--- src/rtl/bullet_wave_scheduler.sv ---
// bullet_wave_scheduler: runs one attack wave (warm-up, attack, hit-freeze, cool-down) over NUM_LANES bullet lanes
// Ports:
//   CLOCK_50          system clock
//   reset             asynchronous active-high reset
//   start             single-cycle wave request, honoured only in IDLE
//   player_collision  level, player overlaps an active bullet
//   lane_active       bullet_active from each lane generator
//   lane_enable       per-lane enable to the generators (registered)
//   lane_spawn        one-hot, one-cycle spawn request (registered)
//   state             encoded FSM state
//   busy              high in every state except IDLE (registered)
//   wave_done         one-cycle pulse at wave end (registered)
//   hit_count         hits this wave, saturating at 15
module bullet_wave_scheduler #(
    parameter int NUM_LANES      = 4,
    parameter int TICK_DIV       = 500000,
    parameter int WARMUP_TICKS   = 50,
    parameter int ATTACK_TICKS   = 1000,
    parameter int SPAWN_PERIOD   = 25,
    parameter int COOLDOWN_TICKS = 50,
    parameter int FREEZE_TICKS   = 100
) (
    input  logic                 CLOCK_50,
    input  logic                 reset,
    input  logic                 start,
    input  logic                 player_collision,
    input  logic [NUM_LANES-1:0] lane_active,
    output logic [NUM_LANES-1:0] lane_enable,
    output logic [NUM_LANES-1:0] lane_spawn,
    output logic [2:0]           state,
    output logic                 busy,
    output logic                 wave_done,
    output logic [3:0]           hit_count
);
    localparam int LW = (NUM_LANES > 1) ? $clog2(NUM_LANES) : 1;
    localparam int PW = $clog2(TICK_DIV + 1);
    localparam int PHMAX = (WARMUP_TICKS > FREEZE_TICKS) ?
                           ((WARMUP_TICKS > COOLDOWN_TICKS) ? WARMUP_TICKS : COOLDOWN_TICKS) :
                           ((FREEZE_TICKS > COOLDOWN_TICKS) ? FREEZE_TICKS : COOLDOWN_TICKS);
    localparam int CW = $clog2(PHMAX + 1);
    localparam int AW = $clog2(ATTACK_TICKS + 1);
    localparam int SW = $clog2(SPAWN_PERIOD + 1);

    typedef enum logic [2:0] {
        IDLE     = 3'd0,
        WARMUP   = 3'd1,
        ATTACK   = 3'd2,
        FREEZE   = 3'd3,
        COOLDOWN = 3'd4,
        DONE     = 3'd5
    } state_t;

    state_t               st, st_n;
    logic [PW-1:0]        presc;
    logic [CW-1:0]        phase;
    logic [AW-1:0]        elapsed;
    logic [SW-1:0]        spawn_timer;
    logic [LW-1:0]        ptr, ptr_n, sel, idx;
    logic [3:0]           hit_n;
    logic [NUM_LANES-1:0] spawn_n;
    logic                 tick, found;

    assign tick  = (presc == PW'(TICK_DIV - 1));
    assign state = st;

    // First free lane at or after the round-robin pointer, wrapping; the
    // loop runs downward so the closest candidate is the last one written.
    always_comb begin
        found = 1'b0;
        sel   = '0;
        idx   = '0;
        for (int k = NUM_LANES - 1; k >= 0; k--) begin
            idx = LW'((int'(ptr) + k) % NUM_LANES);
            if (!lane_active[idx]) begin
                found = 1'b1;
                sel   = idx;
            end
        end
    end

    always_comb begin
        st_n    = st;
        ptr_n   = ptr;
        hit_n   = hit_count;
        spawn_n = '0;
        case (st)
            IDLE: begin
                if (start) begin
                    st_n  = WARMUP;
                    ptr_n = '0;
                    hit_n = '0;
                end
            end
            WARMUP:   st_n = (tick && phase == CW'(WARMUP_TICKS - 1)) ? ATTACK : st;
            ATTACK: begin
                // A hit outranks the tick, the spawn decision and the attack end.
                if (player_collision) begin
                    st_n  = FREEZE;
                    hit_n = (hit_count == 4'hF) ? hit_count : hit_count + 4'd1;
                end else if (tick) begin
                    if (elapsed == AW'(ATTACK_TICKS - 1))
                        st_n = COOLDOWN;
                    else if (spawn_timer == SW'(SPAWN_PERIOD - 1) && found) begin
                        spawn_n = {{(NUM_LANES - 1){1'b0}}, 1'b1} << sel;
                        ptr_n   = (sel == LW'(NUM_LANES - 1)) ? '0 : sel + LW'(1);
                    end
                end
            end
            FREEZE:   st_n = (tick && phase == CW'(FREEZE_TICKS - 1)) ? ATTACK : st;
            COOLDOWN: st_n = (tick && phase == CW'(COOLDOWN_TICKS - 1)) ? DONE : st;
            DONE:     st_n = IDLE;
            default:  st_n = IDLE;
        endcase
    end

    always_ff @(posedge CLOCK_50 or posedge reset) begin
        if (reset) begin
            st          <= IDLE;
            presc       <= '0;
            phase       <= '0;
            elapsed     <= '0;
            spawn_timer <= '0;
            ptr         <= '0;
            hit_count   <= '0;
            lane_spawn  <= '0;
            lane_enable <= '0;
            busy        <= 1'b0;
            wave_done   <= 1'b0;
        end else begin
            st          <= st_n;
            presc       <= (st_n != st || st == IDLE || tick) ? '0 : presc + PW'(1);
            phase       <= (st_n != st) ? '0 : tick ? phase + CW'(1) : phase;
            elapsed     <= (st == IDLE) ? '0 :
                           (st == ATTACK && !player_collision && tick) ? elapsed + AW'(1) : elapsed;
            spawn_timer <= (st != ATTACK || st_n != ATTACK || (tick && spawn_timer == SW'(SPAWN_PERIOD - 1))) ? '0 :
                           tick ? spawn_timer + SW'(1) : spawn_timer;
            ptr         <= ptr_n;
            hit_count   <= hit_n;
            lane_spawn  <= spawn_n;
            lane_enable <= (st_n == ATTACK || st_n == COOLDOWN) ? '1 : '0;
            busy        <= (st_n != IDLE);
            wave_done   <= (st_n == DONE);
        end
    end
endmodule

--- config.mk ---
export PLATFORM = sky130hd
export DESIGN_NAME = bullet_wave_scheduler
export DESIGN_NICKNAME = d
export VERILOG_FILES = /design/src/rtl/bullet_wave_scheduler.sv
export SDC_FILE = /design/constraint.sdc
export NUM_CORES = 1
export LEC_CHECK = 0
export BUFFER_PORTS_ARGS = -buffer_cell sky130_fd_sc_hd__buf_4
export CAP_MARGIN = 20
export CORE_MARGIN = 5
export CORE_UTILIZATION = 25
export CTS_CLUSTER_DIAMETER = 100
export DETAILED_ROUTE_END_ITERATION = 8
export RECOVER_POWER = 100
export SYNTH_ARGS = -nofsm -noshare
export SYNTH_HDL_FRONTEND = slang
export SYNTH_SLANG_ARGS = --single-unit
--- constraint.sdc ---
create_clock -name CLOCK_50 -period 2.7 [get_ports CLOCK_50]
set_input_delay 0.81 -clock CLOCK_50 [delete_from_list [all_inputs] [get_ports CLOCK_50]]
set_output_delay 0.81 -clock CLOCK_50 [all_outputs]
set_load 0.02 [all_outputs]
# Yosys cells after proc, flatten, opt, wreduce, memory -nomap -nowiden
# Cells that the tools add are included.
dict set report op_classes {
  shift 1
  reduce_logical 20
  eq_ne 24
  addsub 9
  magnitude_cmp 4
  muxes 48
}
# cell n
set ops {}
lappend ops {{$mux W4} 9}
lappend ops {{$mux W3} 7}
lappend ops {{$mux W10} 2}
lappend ops {{$mux W2} 10}
lappend ops {{$add A19 B1 Y19 const B} 1}
lappend ops {{$eq A19 B19 Y1 const B} 1}
lappend ops {{$mux W19} 1}
lappend ops {{$pmux W3 S5} 1}
lappend ops {{$mux W7} 2}
lappend ops {{$ne A2 B2 Y1 const B} 7}
lappend ops {{$lt A2 B3 Y1 const B} 4}
lappend ops {{$add A10 B1 Y10 const B} 1}
lappend ops {{$eq A10 B10 Y1 const B} 1}
lappend ops {{$mux W5} 2}
lappend ops {{$eq A3 B2 Y1 const B} 3}
lappend ops {{$eq A3 B3 Y1 const B} 3}
lappend ops {{$bmux W1 S2} 4}
lappend ops {{$mux W1} 8}
lappend ops {{$pmux W4 S2} 1}
lappend ops {{$reduce_bool A2 Y1} 4}
lappend ops {{$add A7 B1 Y7 const B} 1}
lappend ops {{$eq A7 B6 Y1 const B} 1}
lappend ops {{$eq A7 B7 Y1 const B} 1}
lappend ops {{$logic_and A1 B1 Y1} 6}
lappend ops {{other kinds (18)} 25}
dict set report totals {
  wordCells 117
  reg_bits 60
  out_inout_bits 17
  input_bits 8
}

# Longest topological paths before layout
dict set report depth {
  depth_word 14
  ltp_mapped 8
  ltp_nobuf 7
}

# Worst setup path after synthesis
# OpenSTA, ideal clock, no wires.
dict set report synth_path {
  kind {input-to-reg}
  start {input port player_collision}
  end {register elapsed[3]}
  arrival_time_ns 2.009
  n_path_buf 0
  slack_ns 0.625
  required_time_ns 2.634
  stages 4
  setup_time_ns 0.066
  path_cell_list {nor4b_4 -> nand3_1 -> or4_1 -> nand2_1}
}
dict set report synth_via {
  elab_chain_cells 4
}
# element line_no
set synth_rtl {}
lappend synth_rtl {{start, declared} 26} ;# input logic player_collision,
lappend synth_rtl {{$logic_not A1 Y1} 134} ;# (st == ATTACK && !player_collision && tick) ? elapsed + AW'(1) : elapsed;
lappend synth_rtl {{$logic_and A1 B1 Y1 (2 in series)} 134}
lappend synth_rtl {{$reduce_bool A2 Y1 (no source line)} n/a}
lappend synth_rtl {{end signal, assigned} 133} ;# elapsed <= (st == IDLE) ? '0 :
lappend synth_rtl {{end, declared} 56} ;# logic [AW-1:0] elapsed;
# Every way passes these cells.
# A chain may end at the register's enable or synchronous reset.

# Worst setup path after layout
dict set report layout_path {
  start {register presc[14]}
  end {register phase[6]}
}
dict set report layout_via {
  elab_chain_cells 6
  word_cells_on_any_way 12
  cone_classes {2 x eq/ne; 7 x mux; 3 x reduce/logical}
}
# element line_no
set layout_rtl {}
lappend layout_rtl {{start, declared} 54} ;# logic [PW-1:0] presc;
lappend layout_rtl {{start signal, assigned} 131} ;# presc <= (st_n != st || st == IDLE || tick) ? '0 : presc + PW'(1);
lappend layout_rtl {{$eq A19 B19 Y1 *} 63} ;# assign tick = (presc == PW'(TICK_DIV - 1));
lappend layout_rtl {{$mux W3 (tied with other cells)} 100} ;# end else if (tick) begin
lappend layout_rtl {{$mux W3, on equally long branches} n/a}
lappend layout_rtl {{$pmux W3 S5} 86} ;# case (st)
lappend layout_rtl {{$ne A3 B3 Y1} 132} ;# phase <= (st_n != st) ? '0 : tick ? phase + CW'(1) : phase;
lappend layout_rtl {{$mux W7 or $reduce_bool A2 Y1 (tied branches)} n/a}
lappend layout_rtl {{end signal, assigned} 132}
lappend layout_rtl {{end, declared} 55} ;# logic [CW-1:0] phase;
# Every way passes the cells marked *; elsewhere a longest branch is shown, timed or not.

==> summary.txt <==
Setup path
  – Reg-to-reg slack, setup: 0.37 ns
  – Slowest stage cell on the critical path: dfrtp_1
  – Critical Path Start Type: flip-flop
  – Crit-path max FO: 12
  – Data required time of the critical path: between 2 and 3 ns
  – Max incr delay on CP: approximately 0.44 ns
  – Cell count of the worst reg-to-reg path: 6
  – Path type of the worst setup path: flip-flop to flip-flop
  – Type of element capturing the critical path: flip-flop
  – Startpoint of the worst register-to-register path: presc[14]
  – Endpoint of the worst setup timing path: phase[6]
  – Endpoint arrival time on the critical path: between 2 and 3 ns
  – Chain of cells forming the critical path: nor4bb_1 > and4_1 > nand2_1 > o211ai_4 > clkbuf_1 > nor3_1
  – Launch point of the worst path: presc[14]
  – Crit Reg-Reg Endpoint: phase[6]

Clock tree
  – Cts bufs inserted: 9
  – TritonCTS clock tree: built
  – Clock-pin slew on the worst setup and hold paths: approximately 0.05 ns
  – Number of post-CTS setup repair buffers: 0
  – Buffer levels on the longest clock path: 2
  – Source-to-sink clock delay at the later pin of the worst-skew pair: ~0.33 ns
  – CTS sink count: 57
  – Number of buffers inserted for hold repair after clock tree synthesis: 0
  – CTS root buffer: clkbuf_16
  – Number of H-tree levels: 3
  – Number of gates resized after CTS: 0

Global routing
  – Initial antenna violation count: 0
  – Total grt overflow: 0
  – Largest net degree at the start of global routing: 27
  – Number of global-route vias before repair: 2696
  – Total global routing track utilization: 0.102
  – Global-route wire length before repair: around 13000 µm

Power and ir drop
  – Total net switching power: 572 µW
  – Part of the total power dissipated in the clock network: 0.527
  – Switching fraction of total power: 0.229
  – Internal Pwr Total: 1.92 mW
  – Proportion of power drawn by flip-flops and latches: 0.390
  – Total power density per cell area: 630 nW/µm²
  – Cell leakage power: about 1.6 nW
  – Share of total power in combinational logic: 0.083
  – VDD IR max: 0.294 mV

Route
  – Detailed Routing Iterations Pass 1: 4
  – Number of vias in the routed layout: 2754
  – Routed WL: between 7000 and 8000 µm
  – Ratio of routed vias to standard cells: just under 5
  – DRC: 0
  – Post-route ant nets: 0
  – Average detailed-routed wire length per instance: roughly 14 µm
  – Drt first-iter violations: ~170

Timing
  – Highest Clock Rate: 429 MHz
  – RSZ-0062 raised after global routing: no
  – Number of failing hold endpoints at the final stage: 0
  – Worst Skew: 0.00571 ns
  – Final Max Slew Viols: 0
  – Final critical-path share of the clock period: 0.863
  – Measured slew at the worst slew-check pin: around 0.85 ns
  – Time the final worst path needs with I/O delays and setup: between 2 and 2.5 ns
  – Number of setup violations in the final report: 0
  – Remaining max-slew budget at the tightest pin: 0.432
  – Post-route setup TNS: 0 ns

Logic synthesis
  – Net count after synthesis: 366
  – Portion of the post-synthesis area used by sequential elements: 0.429
  – Post-synthesis instance area: around 3300 µm²
  – Total of warnings raised by yosys: 0
  – Count of mapped cells out of synthesis: 347
  – Synthesized area per cell: between 9 and 10 µm²
  – Area share of the largest cell type after synthesis: 0.429
  – Number of storage elements in the synthesis netlist: 57
  – Post-synthesis cell type count: 56
  – Dominant cell type by area after synthesis: dfrtp_1
  – Top cells by area in the synthesized netlist: dfrtp_1 43%, xor2_1 5.0%, ha_1 4.1%, nand3_1 4.1%, nor3_1 3.8%

Final layout
  – Leading cell types in the layout, fill and taps excluded: 57 x dfrtp_1, 28 x nand2_1, 27 x nand3_1
  – Most frequent standard cell in the layout excluding fill and tap cells: dfrtp_1
  – Final instance area: around 4000 µm²
  – Fraction of layout instances using a drive strength above 1: 0.104
  – Area added between synthesis and finish: 19.1%
  – FILL cells: 1413
  – Count of antenna diodes in the layout: 0
  – Post-layout net count: about 400

Placement
  – Quantity of I/O buffers inserted on ports: 24
  – Estimated wirelength of the detail-placed design: 5540 µm
  – Final GP Congestion: around 0.80
  – Placement-stage cell area: 3740 µm²

Flow run
  – # Max-Cap Violations: 0

Die
  – Die outline area: ~16000 µm²
  – Starting density of the core: 0.253
  – IO Pins: 25
  – Horizontal extent of the die: roughly 130 µm
  – Core area: between 10000 and 15000 µm²
  – # rows: 42
  – Vert. Die Dim: approximately 130 µm

Worst hold path
  – Start point of the worst hold path: presc[0]
  – Class of the tightest hold or removal check: flip-flop to flip-flop

Run status
  – Outcome: completed
==> kinds of logic after synthesis <==
| kind of cell | after synthesis | share of synthesized area |
|---|---|---|
| AO/OA/AOI/OAI | 47 | 0.0966 |
| XOR/XNOR | 27 | 0.0711 |
| buffers and inverters | 31 | 0.0474 |
| AND/OR/NAND/NOR | 169 | 0.300 |
| adder cells (fa/ha/maj) | 11 | 0.0414 |
| multiplexers | 5 | 0.0154 |
| flip-flops | 57 | 0.429 |
==> area by class of cell <==
cell class / count / area (µm²) / share of cell area
inverter: 13 / 48.8 / 0.0123
tap: 176 / 220 / 0.0556
timing repair buffer: 39 / 208 / 0.0524
clock buffer: 10 / 239 / 0.0603
clock inverter: 6 / 105 / 0.0265
multi-input combinational: 259 / 1720 / 0.433
sequential: 57 / 1430 / 0.360
==> cells in the mapped netlist (all sizes together) <==
library cell	count
dfrtp	57
nand2	28
nand3	27
nor3	25
nor2	19
xor2	19
o21ai	14
inv	13
nand4	12
a21oi	11
ha	11
buf	10
nor4	9
and4	8
clkbuf	8
xnor2	8
and2	7
and3	5
or3	5
mux2i	4
nand4b	4
nor4b	4
o211ai	4
a21boi	3
nand2b	3
nor2b	3
nor3b	3
a31oi	2
a41oi	2
nand4bb	2
o22ai	2
o31ai	2
or4b	2
a2111oi	1
a221oi	1
a22o	1
a311oi	1
a32oi	1
mux2	1
nand3b	1
nor4bb	1
o21a	1
o2bb2ai	1
or4	1
==> worst max-delay path: cells and delay by family, from the launching register on <==
| kind | cells | cell delay, ns |
|---|---|---|
| flops | 1 | 0.44 |
| buf+inv | 1 | 0.30 |
| compound gates | 1 | 0.41 |
| simple gates | 4 | 1.05 |
==> worst min path at each step <==
stage | to | cells past startpoint
3_5_place_dp | hit_count[2] | 1
3_3_place_gp | presc[0] | 1
4_1_cts | presc[3] | 2
5_1_grt | presc[0] | 1
2_1_floorplan | presc[0] | 1
6_report | presc[0] | 1
==> state kept, by name, summed over array words and instances (netlist names) <==
name and count:
busy 1, elapsed 10, hit_count 4, lane_enable 1, lane_spawn 4, phase 7, presc 19, ptr 2
spawn_timer 5, state 3, wave_done 1
==> power by group through the flow <==
stage / Sequential (mW) / Combinational, mW / Clock, mW
finish: 0.973 / 0.206 / 1.32
global route: 0.980 / 0.240 / 1.38
CTS: 0.971 / 0.217 / 1.35
detailed placement: 0.984 / 0.213 / 0
global placement: 0.981 / 0.206 / 0
floorplan: 0.972 / 0.147 / 0
==> metrics by stage <==
step	hold WS [ns]	setup WS [ns]	std cells	power, mW	utilization
after floorplan	0.482	0.490	347	1.12	-
after global placement	0.518	0.535	544	1.19	0.285
after detailed placement	0.531	0.452	544	1.20	0.285
after CTS	0.528	0.445	560	2.54	0.311
after global routing	0.561	0.176	560	2.60	0.302
final	0.539	0.369	560	2.50	0.302
==> routing by layer <==
metal | share of wire | up-vias | track usage
met5 | 0 | - | 0
li1 | - | 1330 | -
met2 | 0.46 | 52 | 0.160
met1 | 0.48 | 1357 | 0.135
met3 | 0.040 | 15 | 0.0290
met4 | 0.017 | 0 | 0.0364
Power figures use the tool's default switching activity.
